`src/rtl/collision_pkg.sv`:
```
// Shared types for the sprite/tile collision scanner: coordinate typedefs,
// side-bit positions in the result vector and the scan FSM states.
package collision_pkg;

  typedef logic [9:0] x_t;
  typedef logic [8:0] y_t;

  localparam int SIDE_DOWN  = 0;
  localparam int SIDE_UP    = 1;
  localparam int SIDE_RIGHT = 2;
  localparam int SIDE_LEFT  = 3;

  typedef enum logic [1:0] {
    IDLE = 2'd0,
    SCAN = 2'd1,
    DONE = 2'd2
  } state_t;

endpackage

```
`src/rtl/collision_scan_if.sv`:
```
// Request/result and tile-table bus of the collision scanner.
// slave = scanner side, master = requester plus tile-table side.
// With COLLISION_HIT_IDX_EN the bus also carries hit_vld/hit_idx.
interface collision_scan_if
  import collision_pkg::*;
#(
  parameter int N_TILES = 16
);
  localparam int IDX_W = $clog2(N_TILES);

  logic             start;
  x_t               x_blue;
  y_t               y_blue;
  logic [IDX_W-1:0] tile_idx;
  x_t               tile_x;
  y_t               tile_y;
  logic             tile_vld;
  logic             busy;
  logic             done;
  logic [3:0]       is_Collision;
`ifdef COLLISION_HIT_IDX_EN
  logic             hit_vld;
  logic [IDX_W-1:0] hit_idx;

  modport slave (
    input  start, x_blue, y_blue, tile_x, tile_y, tile_vld,
    output tile_idx, busy, done, is_Collision, hit_vld, hit_idx
  );
  modport master (
    output start, x_blue, y_blue, tile_x, tile_y, tile_vld,
    input  tile_idx, busy, done, is_Collision, hit_vld, hit_idx
  );
`else
  modport slave (
    input  start, x_blue, y_blue, tile_x, tile_y, tile_vld,
    output tile_idx, busy, done, is_Collision
  );
  modport master (
    output start, x_blue, y_blue, tile_x, tile_y, tile_vld,
    input  tile_idx, busy, done, is_Collision
  );
`endif

endinterface

```
`src/rtl/collision_cmp.sv`:
```
// Combinational edge-contact test of one sprite against one tile.
// All sums are widened by one bit so nothing wraps; only additions and
// comparisons are used, so coordinates near the screen edge need no care.
module collision_cmp
  import collision_pkg::*;
#(
  parameter int SPR_W  = 23,
  parameter int SPR_H  = 45,
  parameter int TILE_W = 25,
  parameter int TILE_H = 24,
  parameter int MARGIN = 2
) (
  input  x_t         xs,
  input  y_t         ys,
  input  x_t         xt,
  input  y_t         yt,
  output logic [3:0] sides
);

  logic [10:0] xs_e, xt_e, xs_r, xt_m, xt_r1, xt_r;
  logic [9:0]  ys_e, yt_e, ys_b, ys_m, yt_b, yt_m;
  logic        x_win, y_win;

  assign xs_e  = {1'b0, xs};
  assign xt_e  = {1'b0, xt};
  assign xs_r  = xs_e + 11'(SPR_W);
  assign xt_m  = xt_e + 11'(MARGIN);
  assign xt_r1 = xt_e + 11'(TILE_W + 1);
  assign xt_r  = xt_e + 11'(TILE_W);

  assign ys_e  = {1'b0, ys};
  assign yt_e  = {1'b0, yt};
  assign ys_b  = ys_e + 10'(SPR_H);
  assign ys_m  = ys_e + 10'(MARGIN);
  assign yt_b  = yt_e + 10'(TILE_H);
  assign yt_m  = yt_e + 10'(MARGIN);

  // Overlap windows shrunk by MARGIN so corner-only contacts are dropped
  always_comb begin
    sides             = '0;
    x_win             = (xs_r > xt_m) && (xs_r < xt_r1);
    y_win             = (ys_m < yt_b) && (ys_b > yt_m);
    sides[SIDE_DOWN]  = x_win && (ys_b == yt_e);
    sides[SIDE_UP]    = x_win && (ys_e == yt_b);
    sides[SIDE_RIGHT] = y_win && (xs_r == xt_e);
    sides[SIDE_LEFT]  = y_win && (xs_e == xt_r);
  end

endmodule

```
`src/rtl/collision_scan.sv`:
```
// Collision scanner: on start, walks the N_TILES-entry tile table, tests
// the latched sprite against every valid tile and ORs the touched sides.
// The table has one cycle of read latency, so compares trail the address
// by one cycle (vld_pipe[0] = address issued, vld_pipe[1] = compare).
// Optional build macro COLLISION_HIT_IDX_EN adds hit_vld/hit_idx: the
// lowest-index valid tile with any side set.
module collision_scan
  import collision_pkg::*;
#(
  parameter int N_TILES = 16,
  parameter int SPR_W   = 23,
  parameter int SPR_H   = 45,
  parameter int TILE_W  = 25,
  parameter int TILE_H  = 24,
  parameter int MARGIN  = 2
) (
  input  logic             clk,
  input  logic             rst,
  collision_scan_if.slave  bus
);

  localparam int               IDX_W    = $clog2(N_TILES);
  localparam logic [IDX_W-1:0] LAST_IDX = IDX_W'(N_TILES - 1);

  state_t           state, state_nx;
  x_t               xs_q;
  y_t               ys_q;
  logic [IDX_W-1:0] idx_q;
  logic [1:0]       vld_pipe;
  logic             cmp_last_q;
  logic [3:0]       acc_q, side_q;
  logic [3:0]       tile_sides, hit_sides, acc_nx;

  collision_cmp #(
    .SPR_W (SPR_W),
    .SPR_H (SPR_H),
    .TILE_W(TILE_W),
    .TILE_H(TILE_H),
    .MARGIN(MARGIN)
  ) u_cmp (
    .xs   (xs_q),
    .ys   (ys_q),
    .xt   (bus.tile_x),
    .yt   (bus.tile_y),
    .sides(tile_sides)
  );

  assign hit_sides = (vld_pipe[1] && bus.tile_vld) ? tile_sides : 4'b0000;
  assign acc_nx    = acc_q | hit_sides;

  // Next state: leave SCAN once the last entry has been compared
  always_comb begin
    state_nx = state;
    case (state)
      IDLE:    if (bus.start) state_nx = SCAN;
      SCAN:    if (vld_pipe[1] && cmp_last_q) state_nx = DONE;
      DONE:    state_nx = IDLE;
      default: state_nx = IDLE;
    endcase
  end

  // State, address walk, accumulator and published result
  always_ff @(posedge clk) begin
    if (rst) begin
      state      <= IDLE;
      xs_q       <= '0;
      ys_q       <= '0;
      idx_q      <= '0;
      vld_pipe   <= '0;
      cmp_last_q <= 1'b0;
      acc_q      <= '0;
      side_q     <= '0;
    end else begin
      state <= state_nx;
      case (state)
        IDLE: begin
          if (bus.start) begin
            xs_q       <= bus.x_blue;
            ys_q       <= bus.y_blue;
            idx_q      <= '0;
            acc_q      <= '0;
            vld_pipe   <= 2'b01;
            cmp_last_q <= 1'b0;
          end
        end
        SCAN: begin
          vld_pipe[1] <= vld_pipe[0];
          cmp_last_q  <= vld_pipe[0] && (idx_q == LAST_IDX);
          if (vld_pipe[0]) begin
            if (idx_q == LAST_IDX) vld_pipe[0] <= 1'b0;
            else                   idx_q       <= idx_q + IDX_W'(1);
          end
          acc_q <= acc_nx;
          // Result becomes visible together with done in the DONE cycle
          if (state_nx == DONE) side_q <= acc_nx;
        end
        default: vld_pipe <= '0;
      endcase
    end
  end

  assign bus.tile_idx     = idx_q;
  assign bus.busy         = (state != IDLE);
  assign bus.done         = (state == DONE);
  assign bus.is_Collision = side_q;

`ifdef COLLISION_HIT_IDX_EN
  logic [IDX_W-1:0] cmp_idx_q, first_idx_q, hit_idx_q;
  logic             first_vld_q, hit_vld_q, hit_now;

  assign hit_now = |hit_sides;

  // Remember the first matching entry; publish it alongside is_Collision
  always_ff @(posedge clk) begin
    if (rst) begin
      cmp_idx_q   <= '0;
      first_idx_q <= '0;
      first_vld_q <= 1'b0;
      hit_idx_q   <= '0;
      hit_vld_q   <= 1'b0;
    end else if (state == IDLE && bus.start) begin
      first_vld_q <= 1'b0;
      first_idx_q <= '0;
    end else if (state == SCAN) begin
      cmp_idx_q <= idx_q;
      if (hit_now && !first_vld_q) begin
        first_vld_q <= 1'b1;
        first_idx_q <= cmp_idx_q;
      end
      if (state_nx == DONE) begin
        hit_vld_q <= first_vld_q || hit_now;
        hit_idx_q <= first_vld_q ? first_idx_q : (hit_now ? cmp_idx_q : '0);
      end
    end
  end

  assign bus.hit_vld = hit_vld_q;
  assign bus.hit_idx = hit_idx_q;
`endif

endmodule

```
`src/flat_wrapper.sv`:
```
// flat-port wrapper written by rule: the top's interface ports become plain ports
module collision_scan_flat import collision_pkg::*;
#(
  parameter int N_TILES = 16,
  parameter int SPR_W   = 23,
  parameter int SPR_H   = 45,
  parameter int TILE_W  = 25,
  parameter int TILE_H  = 24,
  parameter int MARGIN  = 2
)
  (clk, rst, bus_start, bus_x_blue, bus_y_blue, bus_tile_x, bus_tile_y, bus_tile_vld, bus_tile_idx, bus_busy, bus_done, bus_is_Collision);
  collision_scan_if #(.N_TILES(N_TILES)) bus_i ();
  input  logic clk;
  input  logic rst;
  input wire logic [$bits(bus_i.start)-1:0] bus_start;
  input wire logic [$bits(bus_i.x_blue)-1:0] bus_x_blue;
  input wire logic [$bits(bus_i.y_blue)-1:0] bus_y_blue;
  input wire logic [$bits(bus_i.tile_x)-1:0] bus_tile_x;
  input wire logic [$bits(bus_i.tile_y)-1:0] bus_tile_y;
  input wire logic [$bits(bus_i.tile_vld)-1:0] bus_tile_vld;
  output wire logic [$bits(bus_i.tile_idx)-1:0] bus_tile_idx;
  output wire logic [$bits(bus_i.busy)-1:0] bus_busy;
  output wire logic [$bits(bus_i.done)-1:0] bus_done;
  output wire logic [$bits(bus_i.is_Collision)-1:0] bus_is_Collision;
  assign bus_i.start = bus_start;
  assign bus_i.x_blue = bus_x_blue;
  assign bus_i.y_blue = bus_y_blue;
  assign bus_i.tile_x = bus_tile_x;
  assign bus_i.tile_y = bus_tile_y;
  assign bus_i.tile_vld = bus_tile_vld;
  assign bus_tile_idx = bus_i.tile_idx;
  assign bus_busy = bus_i.busy;
  assign bus_done = bus_i.done;
  assign bus_is_Collision = bus_i.is_Collision;
  collision_scan #(.N_TILES(N_TILES), .SPR_W(SPR_W), .SPR_H(SPR_H), .TILE_W(TILE_W), .TILE_H(TILE_H), .MARGIN(MARGIN)) u_core (.clk(clk), .rst(rst), .bus(bus_i));
endmodule
```
`config.mk`:
```
export PLATFORM = sky130hd
export DESIGN_NAME = collision_scan_flat
export DESIGN_NICKNAME = d
export VERILOG_FILES = /design/src/rtl/collision_pkg.sv /design/src/rtl/collision_scan_if.sv /design/src/rtl/collision_cmp.sv /design/src/rtl/collision_scan.sv /design/src/flat_wrapper.sv
export SDC_FILE = /design/constraint.sdc
export NUM_CORES = 1
export LEC_CHECK = 0
export CORE_ASPECT_RATIO = 1.25
export CORE_MARGIN = 2
export CORE_UTILIZATION = 51
export CTS_CLUSTER_DIAMETER = 30
export DETAILED_ROUTE_END_ITERATION = 16
export GPL_TIMING_DRIVEN = 0
export PLACE_DENSITY = 0.78
export SLEW_MARGIN = 20
export SYNTH_ARGS = -nofsm -noshare
export SYNTH_HDL_FRONTEND = slang
export SYNTH_SLANG_ARGS = --single-unit
```
`constraint.sdc`:
```
create_clock -name clk -period 3 [get_ports clk]
set_clock_uncertainty 0.15 [all_clocks]
set_input_delay 0.6 -clock clk [delete_from_list [all_inputs] [get_ports clk]]
set_output_delay 0.6 -clock clk [all_outputs]
set_load 0.02 [all_outputs]
```
# After elaboration in Yosys (flattened, before gate mapping)
# Cells that the tools add are included.
# totals
input_bits	42
elab_cells	64
reg_bits	36
output_inout_bits	10
# classes
bitwise_logic	1
magnitude_cmp	4
muxes	15
add_sub_neg	9
reduce_logical	16
n_eq_ne	11
# ops
operator	count
10-bit by 5-bit adder with 11-bit output (second input constant)	3
9-bit by 2-bit adder with 10-bit output (second input constant)	2
4-bit two-way mux	4
4-bit case mux with 2 select lines	2
10-bit by 2-bit adder with 11-bit output (second input constant)	1
10-bit by 11-bit equality test with 1-bit output	1
11-bit by 10-bit equality test with 1-bit output	1
11-bit > comparator	1
11-bit less-than comparator	1
9-bit by 5-bit adder with 10-bit output (second input constant)	1
9-bit by 6-bit adder with 10-bit output (second input constant)	1
10-bit by 9-bit equality test with 1-bit output	1
9-bit by 10-bit equality test with 1-bit output	1
10-bit > comparator	1
10-bit less-than comparator	1
1-bit logical AND	9
2-bit case mux with 2 select lines	2
2-bit two-way mux	3
2-bit AND reduction	3
4-bit by 1-bit adder with 4-bit output (second input constant)	1
2-bit equality test (second input constant)	2
4-bit equality test (second input constant)	1
2-bit inequality test (second input constant)	2
4-bit bitwise OR	1
other kinds (7)	10

# Longest topological paths before layout
# Gate-level depths: netlist of run 1.
# logic_depth
word_depth	7
depth_mapped	17
ltp_nobuf	16

# Cells and area by module
# Synthesis of run 1 repeated with hierarchy kept, for this count alone.
# unflattened
hier_cells	536
area_unflattened_um2	4086.4
# modules_own_cells
mod	cells_per_inst	instances	area_per_inst_um2	seq_area_each_um2
collision_cmp	369	1	2680.1	0.0
collision_scan	167	1	1406.3	720.7

# Worst setup path before layout of run 1
# OpenSTA, ideal clock, no wires.
# synth_path
kind	input port to flip-flop
startpoint	input bus_tile_x[1]
endpoint	register u_core.side_q[0], in the netlist u_core.bus.is_Collision[0]
t_required_ns	2.771
n_path_buf	1
stages	12
slack_ns	-0.081
arrival_ns	2.852
setup_time_ns	0.079
path_cell_list	ha_1 -> clkbuf_1 -> nand3_1 -> xor2_1 -> ha_1 -> and3_1 -> a221oi_1 -> maj3_2 -> or3_1 -> o211ai_2 -> a31oi_1 -> a211oi_2
# synth_via
elab_chain_len	6
word_cells_on_any_way	8
classes_between	add/sub (2); order compare (2); mux (1); bitwise (1); reduce/logical (2)
# synth_lines
element	line_no	source
from (decl)	flat_wrapper.sv:18	input wire logic [$bits(bus_i.tile_x)-1:0] bus_tile_x;
10-bit by 2-bit adder with 11-bit output / 10-bit by 5-bit adder with 11-bit output (equally long branches)	collision_cmp.sv:27, collision_cmp.sv:28	
11-bit > comparator / 11-bit less-than comparator (equally long branches)	collision_cmp.sv:41	x_win = (xs_r > xt_m) && (xs_r < xt_r1);
1-bit logical AND (*)	collision_cmp.sv:41	
1-bit logical AND (*)	collision_cmp.sv:43	sides[SIDE_DOWN] = x_win && (ys_b == yt_e);
4-bit two-way mux (*)	collision_scan.sv:48	assign hit_sides = (vld_pipe[1] && bus.tile_vld) ? tile_sides : 4'b0000;
4-bit bitwise OR (*)	collision_scan.sv:49	assign acc_nx = acc_q | hit_sides;
to (signal assigned)	collision_scan.sv:95	if (state_nx == DONE) side_q <= acc_nx;
to (decl)	collision_scan.sv:31	logic [3:0] acc_q, side_q;
# Every way passes the cells marked *; elsewhere a longest branch is shown, timed or not.
# A chain may end at the register's enable or synchronous reset.

# Final worst setup path of run 1
# layout_path
startpoint	input bus_tile_x[0]
endpoint	register u_core.side_q[3], in the netlist u_core.bus.is_Collision[3]
# layout_via
elab_chain_len	5
# layout_lines
element	line_no	source
10-bit by 5-bit adder with 11-bit output	collision_cmp.sv:29	assign xt_r = xt_e + 11'(TILE_W);
10-bit by 11-bit equality test with 1-bit output	collision_cmp.sv:46	sides[SIDE_LEFT] = y_win && (xs_e == xt_r);
1-bit logical AND	collision_cmp.sv:46	
4-bit two-way mux	collision_scan.sv:48	
4-bit bitwise OR	collision_scan.sv:49	
# Every way passes these cells.

==> run metrics, run 1 <==
top_reg_cell synth dfxtp_1; Seq cells post-synth 36; total power 0.001551 W; sw frac 36.97%; Comb power frac 44.7%; pin count of the biggest net entering global routing 13; Starting Density 52.88%; Pre-Repair DR Iteration Count 4; CTS max path bufs 2; Overflow after GRT 0; Power Density 298.5 mW/mm^2; worst-path maximum fanout 6; Leak Pwr 2.090 nW; top cells by area, synth dfxtp_1, ha_1, xnor2_1, nand2_1, xor2_1; CORE AREA 0.007401 mm^2; Die X-Extent 82.36 um; via-per-instance ratio 5.853; Psw 0.0005735 W; Mapped Area 0.003914 mm^2; Worst Path Arrival 3260 ps; Multi-input gate area 0.003293 mm^2; grt met3 use 2.120%; Clk pin slew, worst setup/hold paths 80 ps; row count 35; Syn Area/Cell 7.629 um^2; CTS buffer count 5; crit path cell chain clkdlybuf4s50_1 > ha_1 > a211oi_1 > o21ai_0 > a21oi_1 > o2111ai_1 > nor3_2 > buf_4 > nor3_2 > nor3_1; via count 4015; number of synthesized flops with an enable pin 0; met1 usage 27.71%; Tcrit/Tclk final 106.5%; leading area contributor after synthesis dfxtp_1; I/O Buffers 44; Seq pwr share 33.2%; Total GRT Usage 26.65%; fmax 312.9 MHz; Cells after Synth 513; Int Pwr 0.0009778 W; setup ws final -196.1 ps; vias in the first global route 4008; # setup viols final 4; Worst slew margin 57.50%; Die Ht 101.9 um; Netlist cell types 64; post-route cell area 0.005196 mm^2; die area 0.008395 mm^2; first-pass GRT wire length 17600 um; routability cong. 0.9167; # IOs 52; pre-CTS setup slack -1042 ps; CTS H-tree lvls 2; Util after Layout 70.21%; crit start category primary input; grt peak-use layer met2; Synth Net Count 601; final hold vios 0; Clock Latency Late Sink 290 ps; area growth from synthesis to layout 32.77%; layout cells sized above 1 21.55%; register area 740.7 um^2; wire per inst 16.72 um; failing checks negative setup slack; Setup crit end kind flip-flop; fin cells 686; Yosys warning count 0; sequential cell area fraction in the yosys report 18.41%; hpwl dp 8252 um; Pins Over Slew Limit 0; CTS tree yes; Largest stage delay, worst path 590 ps; nets 681; status finished with violations; critical path's slowest cell a211oi_1; worst slew pin tran 633.6 ps; initial antenna violation count 0; placed inst area 0.004483 mm^2; most frequent CP cell nor3_2; HP Class flip-flop to flip-flop; CTS Sinks 36; Antenna Cells 0; Clock Power Share 22.2%; fillers 575; WS Path Type primary input to flip-flop; Synth top area share 18.41%; GRT met2 Usage 50.00%; VDD IR max 209.9 uV; final wirelength 11470 um; placed insts 649; RSZ-0062 raised after global routing true; r2r setup slk -150 ps; antenna viol nets, final 0; Post-route DRC 0; Final Critical Period 3196 ps; First DRT Iteration DRCs 188; Async S/R FF share, synth 0%; max cap viols 0; CTS root buffer clkbuf_8; Crit path required time 3060 ps
state kept, by name, indices dropped and copies added (netlist names):
name                     cells
u_core.ys_q                  9
u_core.vld_pipe              2
u_core.acc_q                 4
u_core.state                 2
u_core.cmp_last_q            1
u_core.bus.tile_idx          4
u_core.bus.is_Collision      4
u_core.xs_q                 10
cells in the final DEF (no fill, tap or decap), drive strengths merged, types with 3 or more instances in the layout:
master         instances
buf                   51
a31oi                  5
and2                   5
o211ai                 6
clkinv                 3
a211oi                 6
xor2                  30
dlygate4sd2            3
ha                    46
nor3                  16
nand3                 16
clkbuf                23
inv                   22
a221oi                 3
nor4                   4
dfxtp                 36
and4                   3
a21oi                 47
o21ai                  8
o2111ai                3
a211o                  3
xnor2                 49
nor2b                  4
nand4                 14
and3                   3
or3                    3
a21o                  11
nor2                  31
nand2                 73
clkdlybuf4s50         34
nand2b                 3
final timing paths:
path / start / to / depth (start not counted)
worst max register to register: u_core.ys_q[2]$_SDFFE_PP0P_ / u_core.bus.is_Collision[3]$_SDFFE_PP0P_ / 17
worst max-delay path: bus_tile_x[0] / u_core.bus.is_Collision[3]$_SDFFE_PP0P_ / 10
worst min register to register: u_core.acc_q[1]$_SDFFE_PP0P_ / u_core.acc_q[1]$_SDFFE_PP0P_ / 2
worst min-delay path: u_core.acc_q[1]$_SDFFE_PP0P_ / u_core.acc_q[1]$_SDFFE_PP0P_ / 2
metal layers:
metal / up-vias / wire [um]
li1: 1952 / -
met1: 1892 / 4358
met2: 123 / 6177
met3: 48 / 332
met4: 0 / 603
met5: - / 0
timing repair:
item | 4_1_cts | 5_1_grt
pin swaps | 33 | 20
endpoints found under the setup margin | 8 | 8
setup buffers | 24 | 8
resized for setup | 87 | 41
endpoints found under the hold margin | 0 | 0
hold buffers | 0 | 0
final cells by class:
cell class	count	area share (%)
multi-input cells	420	63.38
flip-flops and latches	36	14.25
repair buffers	76	12.95
plain buffers	32	3.877
well taps	92	2.215
inverters	22	1.637
clock buffers	5	1.324
clock inverters	3	0.3612
power groups by stage:
stage | Clock [W] | Sequential, W | Combinational [W]
2_1_floorplan | 0 | 0.000518 | 0.000400
3_3_place_gp | 0 | 0.000520 | 0.000538
3_5_place_dp | 0 | 0.000520 | 0.000565
4_1_cts | 0.000345 | 0.000511 | 0.000628
5_1_grt | 0.000372 | 0.000517 | 0.000748
6_report | 0.000344 | 0.000515 | 0.000693
Yosys cell counts (6+ instances only):
cell and instances:
xnor2_1 48, nor2_1 31, o21ai_0 7, inv_1 22, dfxtp_1 36, a21o_1 11
xor2_1 28, buf_1 8, nand2_1 72, nand4_1 14, a21oi_1 46, ha_1 46
nor3_1 15, buf_2 6, clkbuf_1 19, nand3_1 16
metrics by stage:
stage | hold slack [ps] | TNS [ps]
5_1_grt | 335.0 | -1076
6_report | 311.8 | -466.7
2_1_floorplan | 281.4 | 0
4_1_cts | 306.9 | -34.62
3_5_place_dp | 296.1 | -7571
3_3_place_gp | 288.0 | -7053
critical path, delay by kind of cell:
family	cells	cell delay, ps
adder cells (fa/ha/maj)	1	320
AND/OR/NAND/NOR	3	440
buffers and inverters	2	690
AO/OA/AOI/OAI	4	1210
kinds of logic (layout without fill, tap and decap cells):
group	Yosys count	after routing	synth area share, %
adder cells (fa/ha/maj)	48	48	15.25
XOR/XNOR	79	79	18.25
multiplexers	2	2	0.5115
AO/OA/AOI/OAI	107	107	18.73
AND/OR/NAND/NOR	184	184	22.79
flip-flops	36	36	18.41
buffers and inverters	57	138	6.042
Power figures use the tool's default switching activity.
==> run 2, diff against run 1 <==
--- a/config.mk
+++ b/config.mk
@@ -10,6 +10,7 @@
 export CORE_UTILIZATION = 51
 export CTS_CLUSTER_DIAMETER = 30
 export DETAILED_ROUTE_END_ITERATION = 16
+export GPL_ROUTABILITY_DRIVEN = 0
 export GPL_TIMING_DRIVEN = 0
 export PLACE_DENSITY = 0.78
 export SLEW_MARGIN = 20
==> constraint.sdc (replaced) <==
create_clock -name clk -period 3 [get_ports clk]
set_clock_uncertainty 0.15 [all_clocks]
set_input_delay 0.75 -clock clk [delete_from_list [all_inputs] [get_ports clk]]
set_output_delay 0.75 -clock clk [all_outputs]
set_load 0.02 [all_outputs]
==> run 2 against run 1 <==
Compared with the run above:
- the flow still finishes with violations (negative setup slack)
- routed wire length rose by 3.5%
- largest cell class unchanged
- sequential power barely moved
- global-route usage rose by 0.13 points
- setup slack improved by 200 ps
- largest power group unchanged
- total power rose by 8.3%
- highest routed layer unchanged
- sequential cell count did not move
- non-clock buffer count rose by 8
- final cell count rose by 1.2%
- first-iteration DRC count rose by 28%
- clock-buffer cell count did not move
==> run metrics, run 2 (same netlist as run 1, synthesis figures left out) <==
vias in the first global route 3962; CTS Sinks 36; status finished with violations; Final Critical Period 3000 ps; Pre-Repair DR Iteration Count 4; RSZ-0062 raised after global routing true; fillers 542; first-pass GRT wire length 17780 um; CTS tree yes; wire per inst 17.12 um; biggest regs u_core.xs_q (10), u_core.ys_q (9); Pins Over Slew Limit 0; fin cells 694; max cap viols 0; Antenna Cells 0; Worst Path Arrival 3080 ps; layout cells sized above 1 24.92%; First DRT Iteration DRCs 240; CTS root buffer clkbuf_8; failing checks negative setup slack; worst slew pin tran 593.3 ps; Biggest register u_core.xs_q; worst r2r src u_core.ys_q[1]$_SDFFE_PP0P_; # setup viols final 1; Worst slew margin 60.14%; I/O Buffers 44; area growth from synthesis to layout 38.36%; # IOs 52; Hold EP u_core.vld_pipe[0]$_SDFFE_PP0P_; final hold vios 0; CTS buffer count 5; Power Density 310.2 mW/mm^2; CTS max path bufs 2; min-delay src u_core.vld_pipe[0]$_SDFFE_PP0P_; CTS H-tree lvls 2; Die X-Extent 82.36 um; placed insts 649; final wirelength 11880 um; placed inst area 0.004513 mm^2; post-route cell area 0.005415 mm^2; antenna viol nets, final 0; WHS Path Cells 2; Setup TNS -0.2178 ps; crit start category flip-flop; Die Ht 101.9 um; Total GRT Usage 26.77%; worst-path maximum fanout 3; commonest non-fill, non-tap cell in the layout nand2_1; Tcrit/Tclk final 100.0%; pre-CTS setup slack -1117 ps; r2r setup slk -0.2 ps; VDD IR max 196.7 uV; r2r endpoint u_core.acc_q[2]$_SDFFE_PP0P_; Crit path required time 3080 ps; via count 4074; Leak Pwr 2.154 nW; Util after Layout 73.17%; pin count of the biggest net entering global routing 13; via-per-instance ratio 5.870; setup ws final -0.2178 ps; die area 0.008395 mm^2; HP Class flip-flop to flip-flop; Overflow after GRT 0; Largest register FFs 10; Setup crit end kind flip-flop; hpwl dp 8041 um; Clock Latency Late Sink 290 ps; fmax 333.3 MHz; row count 35; Reg2Reg Depth 13; Clk pin slew, worst setup/hold paths 80 ps; WS Path Type flip-flop to flip-flop; CORE AREA 0.007401 mm^2; hold_buf cts 0; initial antenna violation count 0; nets 689; Post-route DRC 0; most frequent cells in the layout nand2_1, a21oi_1, xnor2_1; Starting Density 52.88%
[run 2: worst max-delay path by stage]
stage                                                    to                         from
CTS                 u_core.bus.is_Collision[1]$_SDFFE_PP0P_                bus_tile_x[2]
finish                         u_core.acc_q[2]$_SDFFE_PP0P_  u_core.ys_q[1]$_SDFFE_PP0P_
floorplan           u_core.bus.is_Collision[0]$_SDFFE_PP0P_                bus_tile_x[1]
detailed placement  u_core.bus.is_Collision[0]$_SDFFE_PP0P_                bus_tile_x[6]
global placement    u_core.bus.is_Collision[0]$_SDFFE_PP0P_                bus_tile_x[2]
global route        u_core.bus.is_Collision[2]$_SDFFE_PP0P_  u_core.ys_q[1]$_SDFFE_PP0P_
[run 2: power breakdown]
| part | internal (W) | switching (W) | total, W |
|---|---|---|---|
| logic | 0.000347 | 0.000389 | 0.000736 |
| registers | 0.000494 | 0.0000185 | 0.000513 |
| clock network | 0.000246 | 0.000185 | 0.000431 |
[run 2: critical path: stages, from the launching register on]
cell	delay, ps
dfxtp_4	370
ha_4	160
or3_4	360
a21oi_4	160
or2_4	150
xnor2_2	120
ha_1	280
nand4_1	160
nor4bb_4	80
nor4b_2	260
nand4_1	200
nor3_2	230
a22oi_1	120
nor2_1	120
[run 2: final cells by class]
class	count	area, um^2	share of cell area, %
Multi-Input combinational cell	420	3431	63.35
Sequential cell	36	743.2	13.72
Timing Repair Buffer	85	743.2	13.72
Buffer	31	186.4	3.443
Tap cell	92	115.1	2.126
Inverter	22	85.08	1.571
Clock buffer	5	68.82	1.271
Clock inverter	3	42.54	0.7856
[run 2: repair_timing]
item / CTS / global route
endpoints found under the setup margin: 8 / 8
setup buffers: 28 / 13
cloned: 0 / 0
pin swaps: 34 / 31
resized for setup: 114 / 52
[run 2: routing by layer]
| metal | vias to the layer above | global-route usage (%) | routed length (um) |
|---|---|---|---|
| li1 | 1970 | - | - |
| met5 | - | 0 | 0 |
| met1 | 1967 | 29.27 | 4568 |
| met4 | 0 | 8.590 | 310 |
| met2 | 111 | 52.85 | 6626 |
| met3 | 26 | 1.855 | 372 |
[run 2: through the flow]
stage           power, W  hold WS (ps)
6_report        0.001680         335.0
5_1_grt         0.001762         358.9
4_1_cts         0.001589         315.2
3_5_place_dp    0.001081         303.5
3_3_place_gp    0.001062         287.7
2_1_floorplan  0.0009214         281.4
==> run 3, diff against run 2 <==
--- a/config.mk
+++ b/config.mk
@@ -13,6 +13,7 @@
 export GPL_ROUTABILITY_DRIVEN = 0
 export GPL_TIMING_DRIVEN = 0
 export PLACE_DENSITY = 0.78
+export REMOVE_ABC_BUFFERS = 1
 export SLEW_MARGIN = 20
 export SYNTH_ARGS = -nofsm -noshare
 export SYNTH_HDL_FRONTEND = slang
==> run 3 against run 2 <==
Compared with the run above:
- the flow still finishes with violations (negative setup slack)
- combinational power decreased by 2%
- critical path depth increased by 1
- fmax decreased by 3.3%
- routed wire length decreased by 0.10%
- sequential share of layout area increased by 0.31 points
- non-clock buffer count decreased by 15
- hold slack got worse by 11 ps
- sequential power increased by 4.3%
- critical path type unchanged
- die area unchanged
- total power increased by 0.42%
- clock power about the same
==> run metrics, run 3 (same netlist as run 1, synthesis figures left out) <==
status finished with violations; failing checks negative setup slack; WS Path Type flip-flop to flip-flop; # IOs 52; max cap viols 0; r2r setup slk -100 ps; fin cells 679; crit start category flip-flop; Setup crit end kind flip-flop; I/O Buffers 51; Worst Path Arrival 3180 ps; row count 35; First DRT Iteration DRCs 219; antenna viol nets, final 0; CORE AREA 0.007401 mm^2; register area 753.2 um^2; Clock Latency Late Sink 300 ps; biggest regs u_core.xs_q (10), u_core.ys_q (9); Antenna Cells 0; Pins Over Slew Limit 0; commonest non-fill, non-tap cell in the layout nand2_1; r2r endpoint u_core.bus.is_Collision[3]$_SDFFE_PP0P_; worst slew pin tran 889.4 ps; CP endpoint u_core.bus.is_Collision[3]$_SDFFE_PP0P_; RSZ-0062 raised after global routing true; layout cells sized above 1 26.06%; Reg2Reg Depth 14; via-per-instance ratio 6.085; initial antenna violation count 0; HP Class flip-flop to flip-flop; setup ws final -101.4 ps; Die Ht 101.9 um; total power 0.001687 W; final hold vios 0; fillers 558; Overflow after GRT 0; final wirelength 11870 um; worst-path maximum fanout 3; Min Hold Slack 323.8 ps; Leak Pwr 2.146 nW; Final Critical Period 3101 ps; fmax 322.4 MHz; CP startpoint u_core.ys_q[1]$_SDFFE_PP0P_; Worst slew margin 40.70%; Largest register FFs 10; pin count of the biggest net entering global routing 37; Clk pin slew, worst setup/hold paths 80 ps; CTS H-tree lvls 2; VDD IR max 385.3 uV; Pre-Repair DR Iteration Count 4; hold_buf cts 0; area growth from synthesis to layout 37.08%; Post-route DRC 0; hpwl dp 7573 um; first-pass GRT wire length 17630 um; # setup viols final 7; Crit path required time 3070 ps; Tcrit/Tclk final 103.4%; die area 0.008395 mm^2; Die X-Extent 82.36 um; vias in the first global route 4002; most frequent cells in the layout nand2_1, buf_4, a21oi_1; Total GRT Usage 26.60%; CTS buffer count 5; CTS max path bufs 2; CTS tree yes; Power Density 314.5 mW/mm^2; Biggest register u_core.xs_q; CTS root buffer clkbuf_8; worst r2r src u_core.ys_q[1]$_SDFFE_PP0P_; Starting Density 52.88%; Multi-input gate area 0.003417 mm^2; placed insts 621; wire per inst 17.48 um; via count 4132; nets 674; CTS Sinks 36
[run 3: worst max-delay path, stage by stage (launching register included)]
cell,delay [ps]
dfxtp_4,370
ha_4,160
or3_4,380
a21oi_4,160
buf_4,150
xnor2_1,140
ha_1,270
nand4_1,160
nor4bb_4,80
nor4b_2,270
nand4_1,200
nor3_2,260
buf_4,150
nor3_2,30
nor3_1,120
[run 3: metrics by stage]
step                cell area (um^2)  utilization (%)  setup WS, ps  TNS [ps]
finish                          5365            72.49        -101.4    -367.2
global route                    5365            72.49        -270.4     -1544
CTS                             4875            65.87        -18.48    -33.49
detailed placement              4380            59.19         -1267     -8920
global placement                4385            59.26         -1269     -8815
floorplan                       3760                -        -138.7    -329.1
[run 3: power by group]
group	internal [W]	total [W]	switching, W
registers	0.000494	0.000535	0.0000411
clock network	0.000246	0.000433	0.000187
logic	0.000345	0.000719	0.000374
total	0.00109	0.00169	0.000602
[run 3: layout make-up]
| type | instances | area share, % |
|---|---|---|
| clock buffers | 5 | 1.283 |
| multi-input cells | 420 | 63.69 |
| flip-flops and latches | 36 | 14.04 |
| repair buffers | 101 | 16.51 |
| clock inverters | 3 | 0.7929 |
| well taps | 92 | 2.146 |
| inverters | 22 | 1.539 |
[run 3: worst min path at each step]
| stage | start | to | slack (ps) | depth (start not counted) |
|---|---|---|---|---|
| floorplan | u_core.acc_q[0]$_SDFFE_PP0P_ | u_core.acc_q[0]$_SDFFE_PP0P_ | 280 | 2 |
| global placement | u_core.acc_q[1]$_SDFFE_PP0P_ | u_core.acc_q[1]$_SDFFE_PP0P_ | 290 | 2 |
| detailed placement | u_core.acc_q[0]$_SDFFE_PP0P_ | u_core.acc_q[0]$_SDFFE_PP0P_ | 290 | 2 |
| CTS | u_core.acc_q[0]$_SDFFE_PP0P_ | u_core.acc_q[0]$_SDFFE_PP0P_ | 300 | 2 |
| global route | u_core.acc_q[1]$_SDFFE_PP0P_ | u_core.acc_q[1]$_SDFFE_PP0P_ | 340 | 2 |
| finish | u_core.vld_pipe[0]$_SDFFE_PP0P_ | u_core.vld_pipe[0]$_SDFFE_PP0P_ | 320 | 2 |
[run 3: routing by layer]
metal	share of wire [%]	track usage [%]	vias up	routed length [um]
met3	6.1	4.329	47	718
met2	54	50.37	171	6381
met4	3.8	12.82	0	452
met5	0	0	-	0
li1	-	-	1937	-
met1	36	27.62	1977	4313
[run 3: repair_timing]
item	in CTS	in global routing
gates resized for setup	123	60
setup buffers	25	25
endpoints found under the setup margin	8	8
pin swaps	22	38
